### config.mk
export PLATFORM = sky130hd
export DESIGN_NAME = mem_arbiter
export DESIGN_NICKNAME = d
export VERILOG_FILES = /design/src/rtl/mem_arbiter_pkg.sv /design/src/rtl/mem_arb_pick.sv /design/src/rtl/mem_arbiter.sv
export SDC_FILE = /design/constraint.sdc
export NUM_CORES = 1
export LEC_CHECK = 0
export BUFFER_PORTS_ARGS = -buffer_cell sky130_fd_sc_hd__buf_2
export CORE_AREA = 2 2 107 109
export CTS_CLUSTER_DIAMETER = 150
export CTS_CLUSTER_SIZE = 24
export DETAILED_ROUTE_END_ITERATION = 10
export DIE_AREA = 0 0 109 111
export PLACE_DENSITY = 0.72
export SKIP_LAST_GASP = 1
export SLEW_MARGIN = 0
export SYNTH_ARGS = -nofsm -noshare
export SYNTH_HDL_FRONTEND = slang
export SYNTH_SLANG_ARGS = --single-unit
### constraint.sdc
create_clock -name clk -period 1.9 [get_ports clk]
set_input_delay 0.095 -clock clk [delete_from_list [all_inputs] [get_ports clk]]
set_output_delay 0.095 -clock clk [all_outputs]
set_load 0.01 [all_outputs]
### src/rtl/mem_arbiter_pkg.sv
`default_nettype none
// ============================================================================
// Module   : mem_arbiter_pkg
// Brief    : Shared encodings and command record for the memory arbiter.
// Revision : 1.0 - initial release
// ============================================================================
package mem_arbiter_pkg;

  localparam int ADDR_W  = 32;
  localparam int DATA_W  = 32;
  localparam int STRB_W  = 4;

  localparam int          ST_W    = 2;
  localparam logic [1:0]  ST_IDLE = 2'd0;
  localparam logic [1:0]  ST_REQ  = 2'd1;
  localparam logic [1:0]  ST_WAIT = 2'd2;

  localparam logic OWNER_INST = 1'b0;
  localparam logic OWNER_DATA = 1'b1;

  // Transaction held for the whole memory handshake.
  typedef struct packed {
    logic              owner;
    logic              wr;
    logic [STRB_W-1:0] wstrb;
    logic [ADDR_W-1:0] addr;
    logic [DATA_W-1:0] wdata;
  } mem_cmd_t;

endpackage
`default_nettype wire

### src/rtl/mem_arb_pick.sv
`default_nettype none
// ============================================================================
// Module   : mem_arb_pick
// Brief    : Combinational grant selection between fetch and load/store.
//            MEM_ARB_ROUND_ROBIN_EN alternates ties; otherwise data wins.
// Revision : 1.0 - initial release
// ============================================================================
module mem_arb_pick
  import mem_arbiter_pkg::*;
(
  input  logic i_inst_req,
  input  logic i_data_req,
  input  logic i_last_grant,
  output logic o_owner,
  output logic o_grant_valid
);

  assign o_grant_valid = i_inst_req | i_data_req;

`ifdef MEM_ARB_ROUND_ROBIN_EN
  always_comb begin
    if (i_inst_req && i_data_req) begin
      o_owner = ~i_last_grant;
    end else if (i_data_req) begin
      o_owner = OWNER_DATA;
    end else begin
      o_owner = OWNER_INST;
    end
  end
`else
  logic w_unused_last_grant;
  assign w_unused_last_grant = i_last_grant;
  assign o_owner = i_data_req ? OWNER_DATA : OWNER_INST;
`endif

endmodule
`default_nettype wire

### src/rtl/mem_arbiter.sv
`default_nettype none
// ============================================================================
// Module   : mem_arbiter
// Brief    : Two-port (fetch, load/store) arbiter onto one memory port with a
//            single outstanding transaction. Optional: MEM_ARB_ROUND_ROBIN_EN.
// Revision : 1.0 - initial release
// ============================================================================
module mem_arbiter
  import mem_arbiter_pkg::*;
(
  input  logic              clk,
  input  logic              reset,

  input  logic              inst_req,
  input  logic [ADDR_W-1:0] inst_addr,
  output logic              inst_addr_ok,
  output logic              inst_data_ok,
  output logic [DATA_W-1:0] inst_rdata,

  input  logic              data_req,
  input  logic              data_wr,
  input  logic [STRB_W-1:0] data_wstrb,
  input  logic [ADDR_W-1:0] data_addr,
  input  logic [DATA_W-1:0] data_wdata,
  output logic              data_addr_ok,
  output logic              data_data_ok,
  output logic [DATA_W-1:0] data_rdata,

  output logic              mem_req,
  output logic              mem_wr,
  output logic [STRB_W-1:0] mem_wstrb,
  output logic [ADDR_W-1:0] mem_addr,
  output logic [DATA_W-1:0] mem_wdata,
  input  logic              mem_addr_ok,
  input  logic              mem_data_ok,
  input  logic [DATA_W-1:0] mem_rdata
);

  logic [ST_W-1:0] r_state;
  logic [ST_W-1:0] w_state_next;
  mem_cmd_t        r_cmd;
  mem_cmd_t        w_cmd_next;
  logic            w_pick_owner;
  logic            w_grant_valid;
  logic            w_last_grant;
  logic            w_accept;

`ifdef MEM_ARB_ROUND_ROBIN_EN
  logic r_last_grant;

  // Starts at inst so the first tie after reset goes to data.
  always_ff @(posedge clk or posedge reset) begin
    if (reset) begin
      r_last_grant <= OWNER_INST;
    end else if (w_accept) begin
      r_last_grant <= w_pick_owner;
    end
  end

  assign w_last_grant = r_last_grant;
`else
  assign w_last_grant = OWNER_INST;
`endif

  mem_arb_pick u_pick (
    .i_inst_req    (inst_req),
    .i_data_req    (data_req),
    .i_last_grant  (w_last_grant),
    .o_owner       (w_pick_owner),
    .o_grant_valid (w_grant_valid)
  );

  assign w_accept = (r_state == ST_IDLE) && w_grant_valid;

  always_comb begin
    w_cmd_next = '0;
    w_cmd_next.owner = w_pick_owner;
    if (w_pick_owner == OWNER_DATA) begin
      w_cmd_next.wr    = data_wr;
      w_cmd_next.wstrb = data_wstrb;
      w_cmd_next.addr  = data_addr;
      w_cmd_next.wdata = data_wdata;
    end else begin
      w_cmd_next.addr  = inst_addr;
    end
  end

  always_ff @(posedge clk or posedge reset) begin
    if (reset) begin
      r_cmd <= '0;
    end else if (w_accept) begin
      r_cmd <= w_cmd_next;
    end
  end

  always_ff @(posedge clk or posedge reset) begin
    if (reset) begin
      r_state <= ST_IDLE;
    end else begin
      r_state <= w_state_next;
    end
  end

  always_comb begin
    w_state_next = r_state;
    case (r_state)
      ST_IDLE: if (w_grant_valid) w_state_next = ST_REQ;
      ST_REQ:  if (mem_addr_ok)   w_state_next = ST_WAIT;
      ST_WAIT: if (mem_data_ok)   w_state_next = ST_IDLE;
      default: w_state_next = ST_IDLE;
    endcase
  end

  // Accept is gated by reset so nothing is granted while reset is held.
  always_comb begin
    inst_addr_ok = 1'b0;
    data_addr_ok = 1'b0;
    inst_data_ok = 1'b0;
    data_data_ok = 1'b0;
    mem_req      = 1'b0;
    case (r_state)
      ST_IDLE: begin
        if (w_grant_valid && !reset) begin
          if (w_pick_owner == OWNER_DATA) data_addr_ok = 1'b1;
          else                            inst_addr_ok = 1'b1;
        end
      end
      ST_REQ:  mem_req = 1'b1;
      ST_WAIT: begin
        if (mem_data_ok) begin
          if (r_cmd.owner == OWNER_DATA) data_data_ok = 1'b1;
          else                           inst_data_ok = 1'b1;
        end
      end
      default: ;
    endcase
  end

  assign mem_wr     = r_cmd.wr;
  assign mem_wstrb  = r_cmd.wstrb;
  assign mem_addr   = r_cmd.addr;
  assign mem_wdata  = r_cmd.wdata;

  assign inst_rdata = mem_rdata;
  assign data_rdata = mem_rdata;

endmodule
`default_nettype wire

# --- Word-level counts from Yosys, hierarchy flattened ---
# Index checks and enable logic that the tools add are counted.
op_classes:
  reduce_logical: 5
  bitwise_logic: 1
  eq_ne: 5
  n_mux: 21
op_table:
  columns: ["cell", "n"]
  rows:
  - ["$mux 32", 2]
  - ["$mux 1", 14]
  - ["$mux 2", 3]
  - ["$ne 2x2->1 const B", 3]
  - ["$pmux 2 s3", 1]
  - ["$mux 5", 1]
  - ["$reduce_and 3->1", 1]
  - ["$eq 2x1->1 const B", 1]
  - ["$eq 2x2->1 const B", 1]
  - ["$logic_and 1x1->1", 2]
  - ["$logic_not 2->1", 1]
  - ["$logic_not 1->1", 1]
  - ["$or 1x1->1", 1]
totals:
  ff_bits: 72
  word_cells: 38
  out_inout_bits: 138
  input_bits: 139

# --- Logic depth before layout (Yosys ltp) ---
# Gate-level depths: netlist of run 1.
depth:
  word_depth: 4
  depth_mapped: 5
  depth_no_buf: 4

# --- By module ---
# Synthesis of run 1 repeated with hierarchy kept, for this count alone.
hier_totals:
  hier_cells: 412
  area_unflattened_um2: 4642.0
modules_own_cells:
  columns: ["mod", "cells_each", "seq_area_each_um2", "instances", "area_per_inst_um2"]
  rows:
  - ["mem_arbiter", 410, 1801.7, 1, 4628.2]
  - ["mem_arb_pick", 2, 0.0, 1, 13.8]

# --- Worst setup path after synthesis of run 1 ---
# OpenSTA, ideal clock, no wires.
synth_path:
  path_type: "input -> output"
  startpoint: "in reset"
  endpoint: "out data_addr_ok"
  cell_stages: 2
  slack_ns: -0.195
  arrival_ns: 2.000
  path_buffers: 0
  cell_sequence: "inv_1 > and3_1"
synth_via:
  elab_chain_len: 4
synth_rtl:
  columns: ["item", "line_no", "source"]
  rows:
  - ["start, declared", "mem_arbiter.sv:12", "input logic reset,"]
  - ["$logic_not 1->1", "mem_arbiter.sv:123", "if (w_grant_valid && !reset) begin"]
  - ["$logic_and 1x1->1", "mem_arbiter.sv:123", null]
  - ["$mux 1", "mem_arbiter.sv:123", null]
  - ["$mux 1", "mem_arbiter.sv:121", "case (r_state)"]
  - ["end, declared", "mem_arbiter.sv:25", "output logic data_addr_ok,"]
# Every way passes these cells.

# --- Worst setup path in the final report of run 1 ---
layout_path:
  startpoint: "reg r_state[0]"
  endpoint: "out inst_addr_ok"
layout_via:
  elab_chain_len: 2
layout_rtl:
  columns: ["item", "line_no", "source"]
  rows:
  - ["start, declared", "mem_arbiter.sv:39", "logic [ST_W-1:0] r_state;"]
  - ["start signal, assigned", "mem_arbiter.sv:100", "r_state <= w_state_next;"]
  - ["$logic_not 2->1", "mem_arbiter.sv:121", null]
  - ["$mux 1", "mem_arbiter.sv:121", null]
  - ["end, declared", "mem_arbiter.sv:16", "output logic inst_addr_ok,"]
# Every way passes these cells.

==> results of run 1 <==
## worst reg2reg max path, cell delays in order, from the launching register on
cell and delay [ns]:
dfrtp_1 0.41, nor2_2 0.21, and2_1 0.16, buf_4 0.36, a22o_1 0.23
## registers in the layout, summed over array words and instances, names as in the netlist
signal / count
r_state: 2
r_cmd: 1
mem_wr: 1
mem_addr: 32
mem_wdata: 32
mem_wstrb: 4
## cell families (layout without fill, tap and decap cells)
family | after synthesis | in the layout | share of synthesized area, %
multiplexers | 64 | 64 | 17.8
AO/OA/AOI/OAI | 41 | 41 | 8.85
flip-flops | 72 | 72 | 44.6
buffers and inverters | 149 | 243 | 27.3
AND/OR/NAND/NOR | 9 | 9 | 1.42
## how the worst min path moves through the flow
stage | from | endpoint | slack, ns
2_1_floorplan | mem_addr_ok | r_state[0]$_DFFE_PP0P_ | 0.20
3_3_place_gp | reset | r_state[0]$_DFFE_PP0P_ | 0.01
3_5_place_dp | reset | r_cmd[69]$_DFFE_PP0P_ | 0.02
4_1_cts | data_addr[19] | mem_addr[19]$_DFFE_PP0P_ | 0.1
5_1_grt | inst_addr[19] | mem_addr[19]$_DFFE_PP0P_ | 0.11
6_report | data_addr[19] | mem_addr[19]$_DFFE_PP0P_ | 0.12
## synth_stat cells
cell type | instances | area share [%]
and2_1 | 1 | 0.15
o21ai_0 | 2 | 0.25
and4b_1 | 1 | 0.25
buf_4 | 138 | 26
mux2_2 | 60 | 17
and3_1 | 1 | 0.15
nor2_2 | 1 | 0.15
mux2_1 | 4 | 1.1
buf_6 | 3 | 0.84
clkbuf_1 | 2 | 0.19
a21o_1 | 1 | 0.19
buf_2 | 4 | 0.50
nand2_1 | 1 | 0.093
o21ai_4 | 1 | 0.40
dfrtp_1 | 72 | 45
a22o_1 | 37 | 8.0
nor3b_1 | 1 | 0.19
inv_1 | 2 | 0.19
nand2b_1 | 2 | 0.31
nor3_1 | 1 | 0.12
## metal layers
layer / part of all wire [%] / global-route usage, % / up-vias
li1: - / - / 1196
met1: 37 / 14.8 / 1199
met2: 50 / 23.2 / 139
met3: 8.9 / 3.59 / 43
met4: 4.3 / 9.57 / 0
met5: 0 / 0 / -
## cell type report
cell class                      count  area share, %
Sequential cell                    72           37.5
Timing Repair Buffer              225           28.7
Multi-Input combinational cell    114           23.7
Clock buffer                        9           4.69
Tap cell                          143           3.73
Clock inverter                      7           1.51
Inverter                            2          0.234
## what timing repair did
item	in CTS	in global routing
setup buffers	0	0
gates resized for setup	0	0
hold buffers	40	0
hold endpoints to repair	111	0
## stage by stage
step	utilization (%)	setup WS [ns]	area (µm²)	hold slack [ns]
after detailed placement	37.0	0.450	4100	0.0164
after CTS	43.4	0.191	4800	0.0974
after floorplan	-	0.204	4050	0.203
after global placement	37.0	0.497	4100	0.0119
after global routing	43.4	0.114	4800	0.110
final	43.4	0.243	4800	0.116
## power by group through the flow
stage               sequential (mW)  combinational (mW)  clock (mW)
detailed placement             2.63                2.75           0
global route                   2.72                3.01        1.79
CTS                            2.62                2.80        1.70
finish                         2.62                2.76        1.63
floorplan                      2.55                2.77           0
global placement               2.61                2.67           0
==> flow_metrics.tcl, run 1 <==
set metrics [dict create \
    layout-drive-gt1-share_pct 61.5 \
    num_antenna_cells 0 \
    swShare_pct 32.9 \
    p_int_mw 4.71 \
    path_cells "nor2_2 -> o21ai_4 -> buf_12 -> nor3_1 -> buf_2" \
    finalClockSkew_ns 0.00463 \
    hold_violations 0 \
    die_x_um 109 \
    final_common_cell "buf_2" \
    required_ns 1.80 \
    htreeDepth 3 \
    grt_max_degree 70 \
    cts_tree "done" \
    syn_area_um2 4040 \
    dp.final_hpwl_um 5610 \
    drtIter0Drc 60 \
    r2r_cells 4 \
    reg2reg_slack_ns 0.47 \
    grt_usage_pct 13.8 \
    wl_um 8230 \
    path_clk_slew_ns 0.06 \
    grt_pass1_vias 2685 \
    grt_pass1_wl_um 12900 \
    leakage_nw 2.41 \
    period_minus_slack_ns 1.66 \
    slew_viol_final 0 \
    switching_power_mw 2.31 \
    synthesis.nets 474 \
    stdcell_count 572 \
    syn_area_per_cell_um2 12.1 \
    cellPowerDensity_nw_per_um2 1460 \
    hold_path.class "primary input to flip-flop" \
    startpoint "r_state[0]$_DFFE_PP0P_" \
    start_util_pct 36.5 \
    cp_max_fo 62 \
    power.share.sequential_pct 37.4 \
    critical_path_depth 5 \
    clock_latency_ns 0.33 \
    firstDrtPassIters 4 \
    reg2reg_from "r_state[0]$_DFFE_PP0P_" \
    die-area_um2 12100 \
    drv_cap 0 \
    slew_headroom_pct 72.5 \
    multi_input_area_um2 1140 \
    rows 39 \
    cp-endpoint "inst_addr_ok" \
    crit_buf_inv 2 \
    cpPeakStageDelay_ns 0.41 \
    dp.cells 516 \
    netlist_instances 335 \
    synth_seq_cells 72 \
    coreArea_um2 11100 \
    antenna_found_initial 0 \
    combPwrFrac_pct 39.3 \
    crit_family "flip-flops" \
    period_share_pct 87.2 \
    overflow 0 \
    yosysWarnings 0 \
    final_cell_mix "180 x buf_2, 72 x dfrtp_1, 60 x mux2_2" \
    setup_violations 0 \
    boundaryPins 277 \
    cts-root-buf "clkbuf_16" \
    drc 0 \
    area_growth_pct 18.8 \
    rsz0062_at_grt "no" \
    yosys.cell_types.count 20 \
    wire_per_inst_um 14.4 \
    clk_path_buf_depth 2 \
    fill_cells 1015 \
    tns_ns 0 \
    max-vdd-ir-drop_mv 0.590 \
    path_class "flip-flop to output pin" \
    startpoint_type "flip-flop" \
    hold_depth 3 \
    final_nets 563 \
    finalPower_mw 7.02 \
    via_per_inst 4.51 \
    vias 2577 \
    numCtsBuffers 9 \
    die_y_um 111 \
    arrival_ns 1.56 \
    timing.rr.end "mem_wdata[28]$_DFFE_PP0P_" \
    clock-sinks 72 \
    seq_area_frac_synth_pct 44.6 \
    regArea_um2 1800 \
    ant_nets 0 \
    crit_slowest_cell "dfrtp_1" \
    worst_slew_pin_slew_ns 0.412 \
    routabilityCongestion 0.738 \
    fmax_ghz 0.603 \
    status "complete, no violations" \
    end_kind "output pin" \
    clockPowerShare_pct 23.3 \
    port_buffers 180 \
]
No activity file was read; power rests on OpenSTA's default activity.
==> run 2: changes to the inputs <==
--- a/config.mk
+++ b/config.mk
@@ -5,13 +5,16 @@
 export SDC_FILE = /design/constraint.sdc
 export NUM_CORES = 1
 export LEC_CHECK = 0
+export ABC_AREA = 0
 export BUFFER_PORTS_ARGS = -buffer_cell sky130_fd_sc_hd__buf_2
-export CORE_AREA = 2 2 107 109
+export CELL_PAD_IN_SITES_DETAIL_PLACEMENT = 0
+export CELL_PAD_IN_SITES_GLOBAL_PLACEMENT = 2
+export CORE_MARGIN = 1
+export CORE_UTILIZATION = 21
 export CTS_CLUSTER_DIAMETER = 150
 export CTS_CLUSTER_SIZE = 24
 export DETAILED_ROUTE_END_ITERATION = 10
-export DIE_AREA = 0 0 109 111
-export PLACE_DENSITY = 0.72
+export PLACE_DENSITY = 0.71
 export SKIP_LAST_GASP = 1
 export SLEW_MARGIN = 0
 export SYNTH_ARGS = -nofsm -noshare
==> constraint.sdc (replaced) <==
create_clock -name clk -period 1.9 [get_ports clk]
set_input_delay 0 -clock clk [delete_from_list [all_inputs] [get_ports clk]]
set_output_delay 0 -clock clk [all_outputs]
set_load 0.01 [all_outputs]
==> run 2 against run 1 <==
  * Clock power grew 6%
  * Routed wire length rose by 2.8%
  * Via count grew 0.74%
  * Core utilization decreased by 17 points
  * Sequential power about the same
  * Worst setup slack improved by 0.032 ns
  * Largest power group unchanged
==> flow_metrics.tcl, run 2 (synthesis results as in run 1) <==
set metrics [dict create \
    cts_tree "done" \
    die-area_um2 19800 \
    firstDrtPassIters 4 \
    cp_max_fo 36 \
    period_share_pct 85.5 \
    numCtsBuffers 9 \
    final_nets 570 \
    leakage_nw 2.44 \
    port_buffers 180 \
    grt_pass1_wl_um 13700 \
    clock-sinks 72 \
    wl_um 8460 \
    swShare_pct 32.8 \
    slew_headroom_pct 48.1 \
    routabilityCongestion 0.686 \
    finalClockSkew_ns 0.00621 \
    p_int_mw 4.79 \
    startpoint_type "primary input" \
    ant_nets 0 \
    required_ns 2.11 \
    via_per_inst 3.87 \
    hold_violations 0 \
    htreeDepth 3 \
    hold_path.class "primary input to output pin" \
    final_common_cell "buf_2" \
    grt_usage_pct 8.97 \
    slew_viol_final 0 \
    fill_cells 1991 \
    power.share.sequential_pct 36.8 \
    grt_pass1_vias 2768 \
    final_area_um2 4990 \
    dp.final_hpwl_um 5830 \
    num_antenna_cells 0 \
    worst_slew_pin_slew_ns 0.779 \
    place_area_um2 4200 \
    clk_path_buf_depth 2 \
    antenna_found_initial 0 \
    tns_ns 0 \
    path_class "primary input to flip-flop" \
    die_x_um 141 \
    switching_power_mw 2.34 \
    drv_cap 0 \
    start_util_pct 21.5 \
    overflow 0 \
    combPwrFrac_pct 39.1 \
    drc 0 \
    vias 2596 \
    max-vdd-ir-drop_mv 0.439 \
    cellPowerDensity_nw_per_um2 1430 \
    boundaryPins 277 \
    post_cts_buffers 0 \
    layout-drive-gt1-share_pct 60.3 \
    status "complete, no violations" \
    rsz0062_at_grt "no" \
    path_clk_slew_ns 0.05 \
    wire_per_inst_um 12.6 \
    area_growth_pct 23.3 \
    clock_latency_ns 0.33 \
    cts-root-buf "clkbuf_16" \
    coreArea_um2 18800 \
    drtIter0Drc 56 \
    rows 50 \
    arrival_ns 1.83 \
    end_kind "flip-flop" \
    final_cell_mix "180 x buf_2, 72 x dfrtp_1, 60 x mux2_2" \
    fmax_ghz 0.615 \
    setup_violations 0 \
    period_minus_slack_ns 1.63 \
    die_y_um 141 \
    clockPowerShare_pct 24.1 \
    grt_max_degree 73 \
]
## run 2: worst paths after layout
check	from	endpoint	slack [ns]	depth (start not counted)
setup / recovery	data_req	mem_addr[27]$_DFFE_PP0P_	0.27	4
hold / removal	mem_rdata[17]	inst_rdata[17]	0.000005	0
setup reg to reg	r_state[0]$_DFFE_PP0P_	mem_addr[28]$_DFFE_PP0P_	0.48	4
hold reg to reg	mem_addr[19]$_DFFE_PP0P_	mem_addr[19]$_DFFE_PP0P_	0.50	1
max in group asynchronous	reset	mem_wdata[30]$_DFFE_PP0P_	1.12	4
min in group asynchronous	reset	mem_wstrb[0]$_DFFE_PP0P_	0.35	4
## run 2: what timing repair did
| item | 4_1_cts | 5_1_grt |
|---|---|---|
| hold buffers | 48 | 0 |
| endpoints found under the hold margin | 117 | 0 |
| resized for setup | 0 | 0 |
| setup endpoints to repair | 0 | 0 |
## run 2: worst max-delay path, cell delays in order
cell and delay, ns:
buf_2 0.60, mux2_2 0.40, dlygate4sd3_1 0.55, mux2_1 0.28
## run 2: power by group through the flow
stage | Combinational, mW | Sequential [mW] | Clock (mW)
after CTS | 2.85 | 2.63 | 1.82
after global placement | 2.72 | 2.62 | 0
final | 2.79 | 2.62 | 1.72
after detailed placement | 2.78 | 2.64 | 0
after global routing | 3.05 | 2.72 | 1.87
after floorplan | 2.77 | 2.55 | 0
## run 2: stage by stage
stage / power, mW / setup slack (ns) / std cells / utilization, % / hold slack (ns)
after floorplan: 5.32 / 0.394 / 335 / - / 0.0507
after global placement: 5.34 / 0.409 / 606 / 22.4 / 0.000101
after detailed placement: 5.42 / 0.366 / 606 / 22.4 / 0.000101
after CTS: 7.30 / 0.256 / 670 / 26.6 / 0.000101
after global routing: 7.65 / 0.175 / 670 / 26.6 / 0.0000229
final: 7.13 / 0.275 / 670 / 26.6 / 0.00000501
## run 2: routing by layer
layer,global-route usage (%),wire length [µm]
met2,15.2,4100
met1,9.26,3350
met5,0,0
met3,3.60,756
met4,5.61,260
## run 2: cell type report
type	instances	area, µm²	share of cell area [%]
clock buffers	11	253	5.07
clock inverters	5	55.1	1.10
inverters	2	11.3	0.226
multi-input cells	114	1140	22.8
flip-flops and latches	72	1800	36.1
well taps	234	293	5.87
repair buffers	232	1440	28.8
